## config.mk

```make
export PLATFORM = sky130hd
export DESIGN_NAME = mem_port_arbiter_flat
export DESIGN_NICKNAME = d
export VERILOG_FILES = /design/src/rtl/mem_port_arbiter_if.sv /design/src/rtl/mem_port_arbiter.sv /design/src/flat_wrapper.sv
export SDC_FILE = /design/constraint.sdc
export NUM_CORES = 1
export LEC_CHECK = 0
export BUFFER_PORTS_ARGS = -buffer_cell sky130_fd_sc_hd__buf_4
export CORE_AREA = 2 2 105 107
export DETAILED_ROUTE_END_ITERATION = 16
export DIE_AREA = 0 0 107 109
export GPL_TIMING_DRIVEN = 0
export PLACE_DENSITY = 0.68
export SYNTH_ARGS = -nofsm -noshare
export SYNTH_HDL_FRONTEND = slang
export SYNTH_SLANG_ARGS = --single-unit
```

## constraint.sdc

```tcl
create_clock -name clk -period 1.5 [get_ports clk]
set_input_delay 0.15 -clock clk [delete_from_list [all_inputs] [get_ports clk]]
set_output_delay 0.15 -clock clk [all_outputs]
set_load 0.02 [all_outputs]
```

## src/rtl/mem_port_arbiter_if.sv

```systemverilog
// Bundle of the fetch port, the load/store port and the shared memory port
// seen by mem_port_arbiter.
interface mem_port_arbiter_if;
  logic        if_req;
  logic [31:0] if_addr;
  logic        if_flush;
  logic        if_ack;
  logic [31:0] if_rdata;
  logic        if_stall;

  logic        d_req;
  logic        d_we;
  logic [31:0] d_addr;
  logic [31:0] d_wdata;
  logic [1:0]  d_size;
  logic        d_sign;
  logic        d_ack;
  logic [31:0] d_rdata;
  logic        d_stall;

  logic [31:0] mem_addr;
  logic [31:0] mem_wdata;
  logic [1:0]  mem_size;
  logic        mem_sign;
  logic        mem_we;
  logic [31:0] mem_rdata;
  logic        mem_ready;

  // Requesters plus memory: drive the requests and the memory response.
  modport master (
    output if_req, if_addr, if_flush, d_req, d_we, d_addr, d_wdata, d_size, d_sign,
           mem_rdata, mem_ready,
    input  if_ack, if_rdata, if_stall, d_ack, d_rdata, d_stall,
           mem_addr, mem_wdata, mem_size, mem_sign, mem_we
  );

  // The arbiter itself.
  modport slave (
    input  if_req, if_addr, if_flush, d_req, d_we, d_addr, d_wdata, d_size, d_sign,
           mem_rdata, mem_ready,
    output if_ack, if_rdata, if_stall, d_ack, d_rdata, d_stall,
           mem_addr, mem_wdata, mem_size, mem_sign, mem_we
  );
endinterface

```

## src/rtl/mem_port_arbiter.sv

```systemverilog
// Shares one single-ported memory between instruction fetch and load/store,
// with fixed data priority and fetch cancellation on branch flush.
module mem_port_arbiter (
  input logic              clk,
  input logic              rst,
  mem_port_arbiter_if.slave bus
);

  typedef enum logic [1:0] {IDLE, ACC_IF, ACC_D} state_t;

  state_t      state, state_next;
  logic        elig_if, elig_d;
  logic        if_done, d_done, if_cancel;
  logic        if_kill, if_kill_next;
  logic        if_ack_q, d_ack_q;
  logic [31:0] if_rdata_q, d_rdata_q;

  // A requester is locked out during its own access and its ack cycle.
  assign elig_if = bus.if_req && (state != ACC_IF) && !if_ack_q;
  assign elig_d  = bus.d_req  && (state != ACC_D)  && !d_ack_q;

  assign if_done   = (state == ACC_IF) && bus.mem_ready;
  assign d_done    = (state == ACC_D)  && bus.mem_ready;
  assign if_cancel = if_kill || bus.if_flush;

  // NOTE: every always_comb output gets a default before any branch so no
  // path can leave it unassigned and infer a latch.
  always_comb begin
    state_next   = state;
    if_kill_next = 1'b0;
    if ((state == IDLE) || bus.mem_ready) begin
      if (elig_d)       state_next = ACC_D;
      else if (elig_if) state_next = ACC_IF;
      else              state_next = IDLE;
    end
    // Remember a flush seen at grant or during a stalled fetch so the ack
    // is still dropped when mem_ready finally arrives.
    if ((state == ACC_IF) && !bus.mem_ready)
      if_kill_next = if_kill || bus.if_flush;
    else if (state_next == ACC_IF)
      if_kill_next = bus.if_flush;
  end

  // NOTE: sequential state uses non-blocking assignments so every register
  // samples pre-edge values regardless of statement order.
  always_ff @(posedge clk) begin
    if (rst) begin
      state      <= IDLE;
      if_kill    <= 1'b0;
      if_ack_q   <= 1'b0;
      d_ack_q    <= 1'b0;
      if_rdata_q <= '0;
      d_rdata_q  <= '0;
    end else begin
      state    <= state_next;
      if_kill  <= if_kill_next;
      if_ack_q <= if_done && !if_cancel;
      d_ack_q  <= d_done;
      if (if_done && !if_cancel) if_rdata_q <= bus.mem_rdata;
      if (d_done)                d_rdata_q  <= bus.mem_rdata;
    end
  end

  // Memory port is steered by the owner; forced quiet while reset is held.
  always_comb begin
    bus.mem_addr  = '0;
    bus.mem_wdata = '0;
    bus.mem_size  = '0;
    bus.mem_sign  = 1'b0;
    bus.mem_we    = 1'b0;
    if (!rst) begin
      case (state)
        ACC_IF: begin
          bus.mem_addr = bus.if_addr;
          bus.mem_size = 2'b10;
        end
        ACC_D: begin
          bus.mem_addr  = bus.d_addr;
          bus.mem_wdata = bus.d_wdata;
          bus.mem_size  = bus.d_size;
          bus.mem_sign  = bus.d_sign;
          bus.mem_we    = bus.d_we;
        end
        default: ;
      endcase
    end
  end

  assign bus.if_ack   = if_ack_q;
  assign bus.d_ack    = d_ack_q;
  assign bus.if_rdata = if_rdata_q;
  assign bus.d_rdata  = d_rdata_q;
  assign bus.if_stall = bus.if_req && !if_ack_q;
  assign bus.d_stall  = bus.d_req  && !d_ack_q;

endmodule
```

## src/flat_wrapper.sv

```systemverilog
// flat-port wrapper written by rule: the top's interface ports become plain ports
module mem_port_arbiter_flat 
  (clk, rst, bus_if_req, bus_if_addr, bus_if_flush, bus_d_req, bus_d_we, bus_d_addr, bus_d_wdata, bus_d_size, bus_d_sign, bus_mem_rdata, bus_mem_ready, bus_if_ack, bus_if_rdata, bus_if_stall, bus_d_ack, bus_d_rdata, bus_d_stall, bus_mem_addr, bus_mem_wdata, bus_mem_size, bus_mem_sign, bus_mem_we);
  mem_port_arbiter_if bus_i ();
  input logic clk;
  input logic rst;
  input wire logic [$bits(bus_i.if_req)-1:0] bus_if_req;
  input wire logic [$bits(bus_i.if_addr)-1:0] bus_if_addr;
  input wire logic [$bits(bus_i.if_flush)-1:0] bus_if_flush;
  input wire logic [$bits(bus_i.d_req)-1:0] bus_d_req;
  input wire logic [$bits(bus_i.d_we)-1:0] bus_d_we;
  input wire logic [$bits(bus_i.d_addr)-1:0] bus_d_addr;
  input wire logic [$bits(bus_i.d_wdata)-1:0] bus_d_wdata;
  input wire logic [$bits(bus_i.d_size)-1:0] bus_d_size;
  input wire logic [$bits(bus_i.d_sign)-1:0] bus_d_sign;
  input wire logic [$bits(bus_i.mem_rdata)-1:0] bus_mem_rdata;
  input wire logic [$bits(bus_i.mem_ready)-1:0] bus_mem_ready;
  output wire logic [$bits(bus_i.if_ack)-1:0] bus_if_ack;
  output wire logic [$bits(bus_i.if_rdata)-1:0] bus_if_rdata;
  output wire logic [$bits(bus_i.if_stall)-1:0] bus_if_stall;
  output wire logic [$bits(bus_i.d_ack)-1:0] bus_d_ack;
  output wire logic [$bits(bus_i.d_rdata)-1:0] bus_d_rdata;
  output wire logic [$bits(bus_i.d_stall)-1:0] bus_d_stall;
  output wire logic [$bits(bus_i.mem_addr)-1:0] bus_mem_addr;
  output wire logic [$bits(bus_i.mem_wdata)-1:0] bus_mem_wdata;
  output wire logic [$bits(bus_i.mem_size)-1:0] bus_mem_size;
  output wire logic [$bits(bus_i.mem_sign)-1:0] bus_mem_sign;
  output wire logic [$bits(bus_i.mem_we)-1:0] bus_mem_we;
  assign bus_i.if_req = bus_if_req;
  assign bus_i.if_addr = bus_if_addr;
  assign bus_i.if_flush = bus_if_flush;
  assign bus_i.d_req = bus_d_req;
  assign bus_i.d_we = bus_d_we;
  assign bus_i.d_addr = bus_d_addr;
  assign bus_i.d_wdata = bus_d_wdata;
  assign bus_i.d_size = bus_d_size;
  assign bus_i.d_sign = bus_d_sign;
  assign bus_i.mem_rdata = bus_mem_rdata;
  assign bus_i.mem_ready = bus_mem_ready;
  assign bus_if_ack = bus_i.if_ack;
  assign bus_if_rdata = bus_i.if_rdata;
  assign bus_if_stall = bus_i.if_stall;
  assign bus_d_ack = bus_i.d_ack;
  assign bus_d_rdata = bus_i.d_rdata;
  assign bus_d_stall = bus_i.d_stall;
  assign bus_mem_addr = bus_i.mem_addr;
  assign bus_mem_wdata = bus_i.mem_wdata;
  assign bus_mem_size = bus_i.mem_size;
  assign bus_mem_sign = bus_i.mem_sign;
  assign bus_mem_we = bus_i.mem_we;
  mem_port_arbiter u_core (.clk(clk), .rst(rst), .bus(bus_i));
endmodule
```

## Yosys cells after proc, flatten, opt, wreduce, memory -nomap -nowiden

Cells that the tools add are included.

- Register bits after elaboration: 69
- Input port bits: 138
- Word-level logic and storage cells: 43

- Equality and inequality tests: 5
- Mux-type cells: 15
- Reductions and logical operators: 17

Operators with widths:

| cell | number |
|---|---|
| $mux 32 | 3 |
| $pmux 32 s2 | 1 |
| $logic_and 1x1->1 | 10 |
| $mux 1 | 7 |
| $mux 2 | 3 |
| $eq 2x1->1 const B | 2 |
| $logic_not 1->1 | 4 |
| $pmux 2 s2 | 1 |
| $eq 2x2->1 const B | 1 |
| $logic_not 2->1 | 1 |
| $logic_or 1x1->1 | 2 |
| $ne 2x1->1 const B | 1 |
| $ne 2x2->1 const B | 1 |

## Longest topological paths before layout

Gate-level depths: netlist of run 1.

- Word-level depth: 9
- Depth in mapped cells: 8
- Gate-level depth less buffers: 5

## Least setup slack after synthesis of run 1

OpenSTA, ideal clock, no wires.

- Path type: flip-flop to flip-flop
- Start: register u_core.state[1]
- End: register u_core.if_kill
- Data arrival time: 1.592 ns
- Data required time: 1.441 ns
- Path slack: -0.150 ns
- Cell stages (with the launch flop): 7
- Buffers on the path: 1
- Path through: dfxtp_1 -> inv_1 -> ha_1 -> buf_6 -> or4b_4 -> o32ai_2 -> a22o_1

- Word-level cells in the longest chain between the ends: 9
- Elaborated cells on any way between the ends: 16

RTL lines:

| element | RTL line | text |
|---|---|---|
| from (decl) | mem_port_arbiter.sv:11 | `state_t state, state_next;` |
| from (signal assigned) | mem_port_arbiter.sv:55 | `state <= state_next;` |
| $ne 2x1->1 | mem_port_arbiter.sv:19 | `assign elig_if = bus.if_req && (state != ACC_IF) && !if_ack_q;` |
| $logic_and 1x1->1 (2 in series) | mem_port_arbiter.sv:19 |  |
| $mux 1 | mem_port_arbiter.sv:33 | `else if (elig_if) state_next = ACC_IF;` |
| $mux 2 | mem_port_arbiter.sv:32 | `if (elig_d) state_next = ACC_D;` |
| $mux 2 | mem_port_arbiter.sv:31 | `if ((state == IDLE) \|\| bus.mem_ready) begin` |
| $eq 2x1->1 | mem_port_arbiter.sv:40 | `else if (state_next == ACC_IF)` |
| $mux 1 | mem_port_arbiter.sv:40 |  |
| $mux 1 (*) | mem_port_arbiter.sv:38 | `if ((state == ACC_IF) && !bus.mem_ready)` |
| to (signal assigned) | mem_port_arbiter.sv:56 | `if_kill <= if_kill_next;` |
| to (decl) | mem_port_arbiter.sv:14 | `logic if_kill, if_kill_next;` |

Every way passes the cells marked *; elsewhere a longest branch is shown, timed or not.
A chain may end at the register's enable or synchronous reset.

## Worst setup path in the final report of run 1

- Start: register u_core.state[0]
- End: output bus_mem_wdata[19]

- Word-level cells in the longest chain between the ends: 3

RTL lines:

| element | RTL line | text |
|---|---|---|
| $eq 2x2->1 | mem_port_arbiter.sv:72 | `case (state)` |
| $mux 32 | mem_port_arbiter.sv:72 |  |
| $mux 32 | mem_port_arbiter.sv:71 | `if (!rst) begin` |
| to (decl) | flat_wrapper.sv:25 | `output wire logic [$bits(bus_i.mem_wdata)-1:0] bus_mem_wdata;` |

Every way passes these cells.

==> impl_results.md, run 1 <==
- Worst path most repeated cell: buf_6
- Die width: 107 um
- Worst skew pair latency: 0.34 ns
- Number of nets with antenna violations after routing: 0
- Fin Clk Skew: 0.00930 ns
- Synth warnings: 0
- CP Launch Type: flip-flop
- WHS: 0.0579 ns
- DRC viols: 0
- Final non-filler cell total: 871
- CP cell instances: inv_4, ha_4, buf_6, nor2b_4, buf_12, clkbuf_8, and2_4, buf_6
- Max-slew violation count: 0
- GR Overflow Total: 0
- CTS tree: yes
- Main synth FF type: dfxtp_1
- # Max-Cap Violations: 0
- CTS Buf Count: 9
- Die area: 0.0117 mm^2
- H-Tree Depth: 3
- Iteration-0 DRC Markers: 199
- Clk pin slew, worst setup/hold paths: 0.08 ns
- Initial antenna violation count: 0
- Antenna fix cells: 0
- Final setup margin: -0.354 ns
- Vias/cell: 4.75
- Most common cell after layout, fill and taps aside: buf_4
- Starting Density: 0.296
- Worst path max stage delay: 0.36 ns
- Mapped Cells: 427
- Arr. time, crit path: 1.70 ns
- WL/cell: 16.7 um
- Gpl congestion: 0.907
- Row cnt: 38
- Vias in the first global route: 4059
- Synthesized flop and latch total: 69
- Setup crit end kind: primary output
- Largest net degree at the start of global routing: 13
- Endpoints failing setup: 100
- Dpl cell area: 0.00546 mm^2
- Post-Synthesis Cell Area: 0.00314 mm^2
- Ratio of cells with drive above 1 in the final layout: 0.639
- Synthesized area per cell: 7.34 um^2
- Post-DP HPWL: 10.9 mm
- TNS Setup: -25.69 ns
- Sequential share of the synthesized area: 0.441
- Ys async rst share: 0
- Clock root cell: clkbuf_8
- P_leak: 2.89 nW
- Global-route wire length before repair: 21.3 mm
- Final instance area: 0.00673 mm^2
- Period utilization: 1.24
- CTS Sinks: 69
- Status: finished, violations left
- Via count: 4140
- Max rail drop VDD: 611 uV
- CP max-delay cell: dfxtp_4
- Final-stage net count: 867
- Final Hold Fails: 0
- Crit Path Max Fanout: 8
- Crit-path leading delay family: buffers and inverters
- IO Count: 274
- Worst slew pin tran: 0.605 ns
- Worst setup path class: reg -> out
- CTS max path bufs: 2
- Worst slew margin relative to its limit: 0.597
- Placed Cells: 839
- PD cells: 697 mW/mm^2
- Die height: 109 um
- Layout area overhead: 115%
- HP Class: in -> reg
- Core area: 0.0106 mm^2
- Max frequency: 539 MHz
- Unique masters post-synth: 24
- WP buf/inv: 5
- RSZ-0062 raised after global routing: yes
- Post-synth EDFFs: 0
- First-pass DRT Iterations: 6
- PortBufs: 272
- Syn_nets: 568
- Total global-route track usage: 0.238
- DP Worst Slack: -0.356 ns
- Hold Buf Count CTS: 0
- Clock period minus worst slack: 1.85 ns
- CP Data Required Time: 1.35 ns
- Total Routed Length: 14.6 mm
- Most frequent cells in the layout: buf_4 (230), nand2_1 (116), dfxtp_1 (67), buf_6 (61), a21oi_1 (56)
- Violated checks: negative setup slack
==> where the power goes <==
| group | switching (mW) | leakage, nW | internal, mW |
|---|---|---|---|
| Clock | 0.724 | 0.0923 | 0.766 |
| Combinational | 0.601 | 2.24 | 0.687 |
| Sequential | 0.0323 | 0.559 | 1.88 |
==> cells in the mapped netlist, drive strengths merged, types with 2 or more instances <==
master	instances	area (um^2)
a21oi	66	330
or4b	2	23.8
inv	2	7.51
nor2	36	135
nand2	130	488
ha	3	37.5
a22oi	32	240
clkbuf	21	78.8
dfxtp	69	1380
nor2b	3	18.8
and2	37	231
buf	17	85.1
==> registers in the layout (all words and copies together) (netlist names) <==
name,count
u_core.bus.d_ack,1
u_core.bus.d_rdata,32
u_core.bus.if_ack,1
u_core.bus.if_rdata,32
u_core.if_kill,1
u_core.state,2
==> layer usage <==
| layer | GRT usage | routed length [um] | part of all wire | up-vias |
|---|---|---|---|---|
| li1 | - | - | - | 2009 |
| met1 | 0.271 | 5600 | 0.38 | 1950 |
| met2 | 0.420 | 7430 | 0.51 | 155 |
| met3 | 0.0681 | 1090 | 0.075 | 26 |
| met4 | 0.0918 | 439 | 0.030 | 0 |
| met5 | 0 | 0 | 0 | - |
==> area by class of cell <==
type,instances,area [um^2]
Buffer,33,353
Clock buffer,10,128
Clock inverter,6,63.8
Fill cell,887,3870
Inverter,2,10.0
Multi-Input combinational cell,318,2070
Sequential cell,69,1390
Tap cell,140,175
Timing Repair Buffer,293,2540
==> path summary, 6_finish.rpt <==
kind | cells after the start | to | start | slack (ns)
min reg2reg | 2 | u_core.bus.d_rdata[9]$_SDFFE_PP0P_ | u_core.bus.d_rdata[9]$_SDFFE_PP0P_ | 0.46
min | 3 | u_core.bus.if_rdata[18]$_SDFFE_PP0P_ | bus_mem_rdata[18] | 0.06
max reg2reg | 6 | u_core.if_kill$_SDFF_PP0_ | u_core.state[0]$_SDFF_PP0_ | -0.30
max | 8 | bus_mem_wdata[19] | u_core.state[0]$_SDFF_PP0_ | -0.35
==> worst min-delay path, cell delays in order <==
cell     delay (ns)
buf_4          0.11
nand2_1        0.05
a21oi_1        0.05
==> stage by stage <==
| step | total power, mW | util |
|---|---|---|
| floorplan | 2.39 | - |
| global placement | 2.91 | 0.515 |
| detailed placement | 2.93 | 0.515 |
| CTS | 4.68 | 0.625 |
| global route | 4.87 | 0.635 |
| finish | 4.69 | 0.635 |
==> repair_timing <==
item	in CTS	in global routing
setup buffers	14	1
cloned	6	0
endpoints found under the setup margin	134	123
pin swaps	39	21
resized for setup	211	29
==> kinds of logic (layout without fill, tap and decap cells) <==
kind of cell / after synthesis / after routing / share of synthesized area
AO/OA/AOI/OAI: 102 / 102 / 0.194
adder cells (fa/ha/maj): 3 / 3 / 0.0120
buffers and inverters: 40 / 344 / 0.0547
flip-flops: 69 / 69 / 0.441
AND/OR/NAND/NOR: 213 / 213 / 0.299
No activity file was read; power rests on OpenSTA's default activity.
==> inputs of run 2 (changes only) <==
CORE_AREA = 2 2 107 109   (was 2 2 105 107)
CTS_BUF_LIST = sky130_fd_sc_hd__clkbuf_8   (was not set)
DIE_AREA = 0 0 109 111   (was 0 0 107 109)
PLACE_DENSITY = 0.66   (was 0.68)
==> impl_results.md, run 2 (synthesis gave the netlist of run 1 again) <==
- Post-DP HPWL: 10.7 mm (was 10.9 mm)
- Vias in the first global route: 4283 (was 4059)
- Final non-filler cell total: 882 (was 871)
- Worst setup path class: reg -> out (unchanged)
- TNS Setup: -25.69 ns (about the same)
- Max rail drop VDD: 442 uV (was 611 uV)
- Status: finished, violations left (unchanged)
- Clock root cell: clkbuf_8 (unchanged)
- Setup crit end: bus_mem_wdata[10] (was bus_mem_wdata[19])
- Worst reg2reg path depth: 6 (unchanged)
- Total global-route track usage: 0.240 (was 0.238)
- Hold Buf Count CTS: 0 (unchanged)
- Row cnt: 39 (was 38)
- R2r endpoint: u_core.if_kill$_SDFF_PP0_ (unchanged)
- Max frequency: 541 MHz (was 539 MHz)
- Critical path startpoint: u_core.state[0]$_SDFF_PP0_ (unchanged)
- PD cells: 725 mW/mm^2 (was 697 mW/mm^2)
- CP Launch Type: flip-flop (unchanged)
- CTS Sinks: 69 (unchanged)
- Core area: 0.0111 mm^2 (was 0.0106 mm^2)
- Total Routed Length: 15.2 mm (was 14.6 mm)
- Fin util: 0.626 (was 0.635)
- DRC viols: 0 (unchanged)
- WL/cell: 17.3 um (was 16.7 um)
- Clock period minus worst slack: 1.85 ns (about the same)
- IO Count: 274 (unchanged)
- Most common cell after layout, fill and taps aside: buf_4 (unchanged)
- Most frequent cells in the layout: buf_4 (216), nand2_1 (122), buf_6 (82), dfxtp_1 (67), a21oi_1 (50) (was buf_4 (230), nand2_1 (116), dfxtp_1 (67), buf_6 (61), a21oi_1 (56))
- Worst skew pair latency: 0.34 ns (about the same)
- Max-slew violation count: 0 (unchanged)
- Placed Cells: 842 (was 839)
- Number of nets with antenna violations after routing: 0 (unchanged)
- CTS tree: yes (unchanged)
- Worst slew pin tran: 0.656 ns (was 0.605 ns)
- # Max-Cap Violations: 0 (unchanged)
- CTS max path bufs: 2 (unchanged)
- Crit Path Max Fanout: 8 (unchanged)
- Vias/cell: 4.76 (was 4.75)
- Final setup margin: -0.347 ns (was -0.354 ns)
- Final Hold Fails: 0 (unchanged)
- CP Data Required Time: 1.35 ns (about the same)
- Ratio of cells with drive above 1 in the final layout: 0.632 (was 0.639)
- HP Class: in -> reg (unchanged)
- Setup crit end kind: primary output (unchanged)
- Iteration-0 DRC Markers: 254 (was 199)
- Clk pin slew, worst setup/hold paths: 0.08 ns (about the same)
- Arr. time, crit path: 1.70 ns (about the same)
- H-Tree Depth: 3 (unchanged)
- Hold Crit Start: bus_mem_rdata[4] (was bus_mem_rdata[18])
- Via count: 4196 (was 4140)
- Fill count: 932 (was 887)
- WHS: 0.0609 ns (was 0.0579 ns)
- Reg2reg start: u_core.state[0]$_SDFF_PP0_ (unchanged)
- Starting Density: 0.283 (was 0.296)
- Antenna fix cells: 0 (unchanged)
- Die width: 109 um (was 107 um)
- Global-route wire length before repair: 22.6 mm (was 21.3 mm)
- GR Overflow Total: 0 (unchanged)
- Initial antenna violation count: 0 (unchanged)
- Fin Clk Skew: 0.0111 ns (was 0.00930 ns)
- PortBufs: 272 (unchanged)
- Violated checks: negative setup slack (unchanged)
- Final-stage net count: 875 (was 867)
- Gpl congestion: 0.929 (was 0.907)
- Largest net degree at the start of global routing: 13 (unchanged)
- Die height: 111 um (was 109 um)
- CTS Buf Count: 9 (unchanged)
- Flop-to-flop setup slack: -0.23 ns (was -0.30 ns)
- Total power draw: 5.03 mW (was 4.69 mW)
- First-pass DRT Iterations: 4 (was 6)
- Die area: 0.0121 mm^2 (was 0.0117 mm^2)
- Period utilization: 1.23 (was 1.24)
- P_leak: 2.98 nW (was 2.89 nW)
- RSZ-0062 raised after global routing: yes (unchanged)
- Endpoints failing setup: 102 (was 100)
- Layout area overhead: 121% (was 115%)
- Worst slew margin relative to its limit: 0.563 (was 0.597)
-- run 2: cell count changes in the layout (fill, tap and decap cells not counted), moves of 3 or more --
cell | before | now
a22oi_1 | 1 | 15
nand2_2 | 14 | 5
nor2_1 | 7 | 4
nand2_4 | 0 | 3
nand2_1 | 116 | 122
a21oi_2 | 9 | 16
buf_6 | 61 | 82
a22oi_2 | 31 | 17
buf_4 | 230 | 216
nor2_2 | 29 | 13
a21oi_1 | 56 | 50
nor2_4 | 0 | 19
buf_2 | 0 | 3
-- run 2: layout make-up --
type,count,area (um^2),area share
repair buffers,299,2630,0.379
multi-input cells,319,2130,0.307
flip-flops and latches,69,1390,0.200
plain buffers,34,367,0.0529
well taps,143,179,0.0258
clock buffers,11,151,0.0218
clock inverters,5,81.3,0.0117
inverters,2,10.0,0.00144
-- run 2: power breakdown --
group / internal, mW / switching [mW] / total, mW
clock: 1.03 / 0.714 / 1.74
combinational: 0.722 / 0.648 / 1.37
sequential: 1.88 / 0.0322 / 1.91
-- run 2: timing repair --
action | in CTS | in global routing
cloned | 10 | 0
gates resized for setup | 231 | 46
endpoints found under the setup margin | 134 | 133
pin swaps | 60 | 8
endpoints found under the hold margin | 0 | 0
setup buffers | 18 | 1
-- run 2: worst min path at each step --
stage,to,cells past startpoint
finish,u_core.bus.if_rdata[4]$_SDFFE_PP0P_,3
global route,u_core.bus.if_rdata[12]$_SDFFE_PP0P_,3
CTS,u_core.if_kill$_SDFF_PP0_,2
detailed placement,u_core.if_kill$_SDFF_PP0_,2
global placement,u_core.if_kill$_SDFF_PP0_,2
floorplan,u_core.if_kill$_SDFF_PP0_,1
-- run 2: stage by stage --
stage / cell area [um^2] / setup WS (ns)
finish: 6940 / -0.347
global route: 6940 / -0.402
CTS: 6760 / -0.376
detailed placement: 5460 / -0.381
global placement: 5460 / -0.315
floorplan: 3240 / -0.0687
-- run 2: critical path, stage by stage, from the launching register on --
cell and delay (ns):
dfxtp_4 0.36, inv_4 0.04, ha_4 0.15, buf_8 0.13, nor2b_4 0.13, buf_12 0.17
buf_8 0.12, and2_4 0.14, buf_6 0.13
-- run 2: per-layer routing --
| layer | part of all wire | track usage |
|---|---|---|
| met5 | 0 | 0 |
| met4 | 0.026 | 0.0778 |
| met3 | 0.069 | 0.0517 |
| met2 | 0.52 | 0.437 |
| met1 | 0.38 | 0.271 |
==> inputs of run 3 (changes only) <==
SKIP_CTS_REPAIR_TIMING = 1   (was not set)
==> impl_results.md, run 3 (synthesis gave the netlist of run 1 again) <==
- CP Launch Type: flip-flop (unchanged)
- Die width: 109 um (unchanged)
- P_leak: 2.99 nW (was 2.98 nW)
- Worst skew pair latency: 0.34 ns (about the same)
- CP cell instances: inv_4, ha_4, buf_6, nor2b_4, buf_6, and2_4, buf_6 (was inv_4, ha_4, buf_8, nor2b_4, buf_12, buf_8, and2_4, buf_6)
- Worst reg2reg path depth: 7 (was 6)
- Worst path most repeated cell: buf_6 (was buf_8)
- Max-slew violation count: 0 (unchanged)
- Final-stage net count: 866 (was 875)
- Setup crit end kind: primary output (unchanged)
- Fin util: 0.608 (was 0.626)
- RSZ-0062 raised after global routing: yes (unchanged)
- CTS max path bufs: 2 (unchanged)
- Core area: 0.0111 mm^2 (unchanged)
- First-pass DRT Iterations: 4 (unchanged)
- Global-route wire length before repair: 19.6 mm (was 22.6 mm)
- H-Tree Depth: 3 (unchanged)
- HP Class: in -> reg (unchanged)
- Max frequency: 536 MHz (was 541 MHz)
- Hold Crit Start: bus_mem_rdata[17] (was bus_mem_rdata[4])
- Post-DP HPWL: 10.7 mm (unchanged)
- Worst path max stage delay: 0.36 ns (about the same)
- Dpl cell area: 0.00546 mm^2 (unchanged)
- Iteration-0 DRC Markers: 207 (was 254)
- CP Data Required Time: 1.35 ns (about the same)
- Most frequent cells in the layout: buf_4 (243), nand2_1 (105), dfxtp_1 (67), buf_6 (56), a21oi_1 (43) (was buf_4 (216), nand2_1 (122), buf_6 (82), dfxtp_1 (67), a21oi_1 (50))
- Initial antenna violation count: 1 (was 0)
- Number of nets with antenna violations after routing: 0 (unchanged)
- Total global-route track usage: 0.206 (was 0.240)
- Vias/cell: 4.74 (was 4.76)
- Period utilization: 1.24 (was 1.23)
- WHS: 0.0511 ns (was 0.0609 ns)
- Flop-to-flop setup slack: -0.30 ns (was -0.23 ns)
- Status: finished, violations left (unchanged)
- Worst slew pin tran: 0.699 ns (was 0.656 ns)
- Vias in the first global route: 3816 (was 4283)
- Crit Path Max Fanout: 6 (was 8)
- Worst hold endpoint: u_core.bus.if_rdata[17]$_SDFFE_PP0P_ (was u_core.bus.if_rdata[4]$_SDFFE_PP0P_)
- PD cells: 734 mW/mm^2 (was 725 mW/mm^2)
- CTS tree: yes (unchanged)
- CTS Buf Count: 9 (unchanged)
- Most common cell after layout, fill and taps aside: buf_4 (unchanged)
- Arr. time, crit path: 1.71 ns (was 1.70 ns)
- Fin Clk Skew: 0.0128 ns (was 0.0111 ns)
- PortBufs: 272 (unchanged)
- IO Count: 274 (unchanged)
- Clock root cell: clkbuf_8 (unchanged)
- Final Hold Fails: 0 (unchanged)
- # Max-Cap Violations: 0 (unchanged)
- Total power draw: 4.95 mW (was 5.03 mW)
- Gpl congestion: 0.929 (unchanged)
- Worst slew margin relative to its limit: 0.534 (was 0.563)
- Ratio of cells with drive above 1 in the final layout: 0.671 (was 0.632)
- Clock period minus worst slack: 1.86 ns (was 1.85 ns)
- CTS Sinks: 69 (unchanged)
- Die area: 0.0121 mm^2 (unchanged)
- Via count: 4145 (was 4196)
- Layout area overhead: 115% (was 121%)
- WL/cell: 17.1 um (was 17.3 um)
- Final setup margin: -0.364 ns (was -0.347 ns)
- R2r endpoint: u_core.if_kill$_SDFF_PP0_ (unchanged)
- Depth of the worst hold-timing path: 3 (unchanged)
- Violated checks: negative setup slack (unchanged)
- Max rail drop VDD: 449 uV (was 442 uV)
- GR Overflow Total: 0 (unchanged)
- Total Routed Length: 14.9 mm (was 15.2 mm)
- Starting Density: 0.283 (unchanged)
- Endpoints failing setup: 103 (was 102)
- Final instance area: 0.00674 mm^2 (was 0.00694 mm^2)
- Row cnt: 39 (unchanged)
- Die height: 111 um (unchanged)
- CP max-delay cell: dfxtp_4 (unchanged)
- DRC viols: 0 (unchanged)
- Reg2reg start: u_core.state[0]$_SDFF_PP0_ (unchanged)
- Clk pin slew, worst setup/hold paths: 0.08 ns (about the same)
- Worst setup path class: reg -> out (unchanged)
- Largest net degree at the start of global routing: 13 (unchanged)
[run 3: cell types whose count changed in the layout (fill, tap and decap cells not counted), moves of 5 or more]
cell | before | now
a21oi_2 | 16 | 23
a21oi_1 | 50 | 43
nand2_2 | 5 | 10
nand2_4 | 3 | 15
buf_6 | 82 | 56
buf_8 | 11 | 5
nor2_4 | 19 | 0
buf_4 | 216 | 243
a22oi_2 | 17 | 28
nor2_2 | 13 | 29
nand2_1 | 122 | 105
a22oi_1 | 15 | 4
[run 3: worst max path at each step]
stage	startpoint	slack (ns)	endpoint	cells past startpoint
2_1_floorplan	u_core.state[1]$_SDFF_PP0_	-0.07	u_core.if_kill$_SDFF_PP0_	6
3_3_place_gp	u_core.state[0]$_SDFF_PP0_	-0.32	u_core.bus.d_rdata[28]$_SDFFE_PP0P_	7
3_5_place_dp	u_core.state[0]$_SDFF_PP0_	-0.38	u_core.bus.d_rdata[22]$_SDFFE_PP0P_	7
4_1_cts	u_core.state[0]$_SDFF_PP0_	-0.69	bus_mem_addr[17]	7
5_1_grt	u_core.state[0]$_SDFF_PP0_	-0.44	bus_mem_size[0]	7
6_report	u_core.state[0]$_SDFF_PP0_	-0.36	bus_mem_wdata[27]	7
[run 3: critical path, delay by kind of cell (launching register included)]
| kind | cells | cell delay [ns] |
|---|---|---|
| flip-flops | 1 | 0.36 |
| AND/OR/NAND/NOR | 2 | 0.43 |
| adder cells (fa/ha/maj) | 1 | 0.12 |
| buffers and inverters | 4 | 0.46 |
[run 3: routing by layer]
metal	vias to the layer above	global-route usage	share of wire
met5	-	0	0
met4	0	0.0573	0.022
met3	22	0.0500	0.072
met2	173	0.376	0.52
met1	1946	0.233	0.39
li1	2004	-	-
[run 3: area by class of cell]
cell class	instances	area, um^2
flip-flops and latches	69	1390
clock inverters	5	81.3
inverters	2	10.0
well taps	143	179
fillers	962	4340
repair buffers	289	2400
diodes	1	2.50
clock buffers	11	151
plain buffers	35	313
multi-input cells	319	2210
[run 3: report_power, final]
part | internal [mW] | total, mW | switching, mW
registers | 1.88 | 1.91 | 0.0346
clock network | 1.03 | 1.77 | 0.738
logic | 0.648 | 1.26 | 0.614
[run 3: per-stage QoR]
step | instances | TNS, ns | worst slack (ns)
6_report | 874 | -28.53 | -0.364
3_3_place_gp | 842 | -27.77 | -0.315
3_5_place_dp | 842 | -32.68 | -0.381
2_1_floorplan | 427 | -0.122 | -0.0687
5_1_grt | 874 | -37.61 | -0.441
4_1_cts | 858 | -59.05 | -0.687
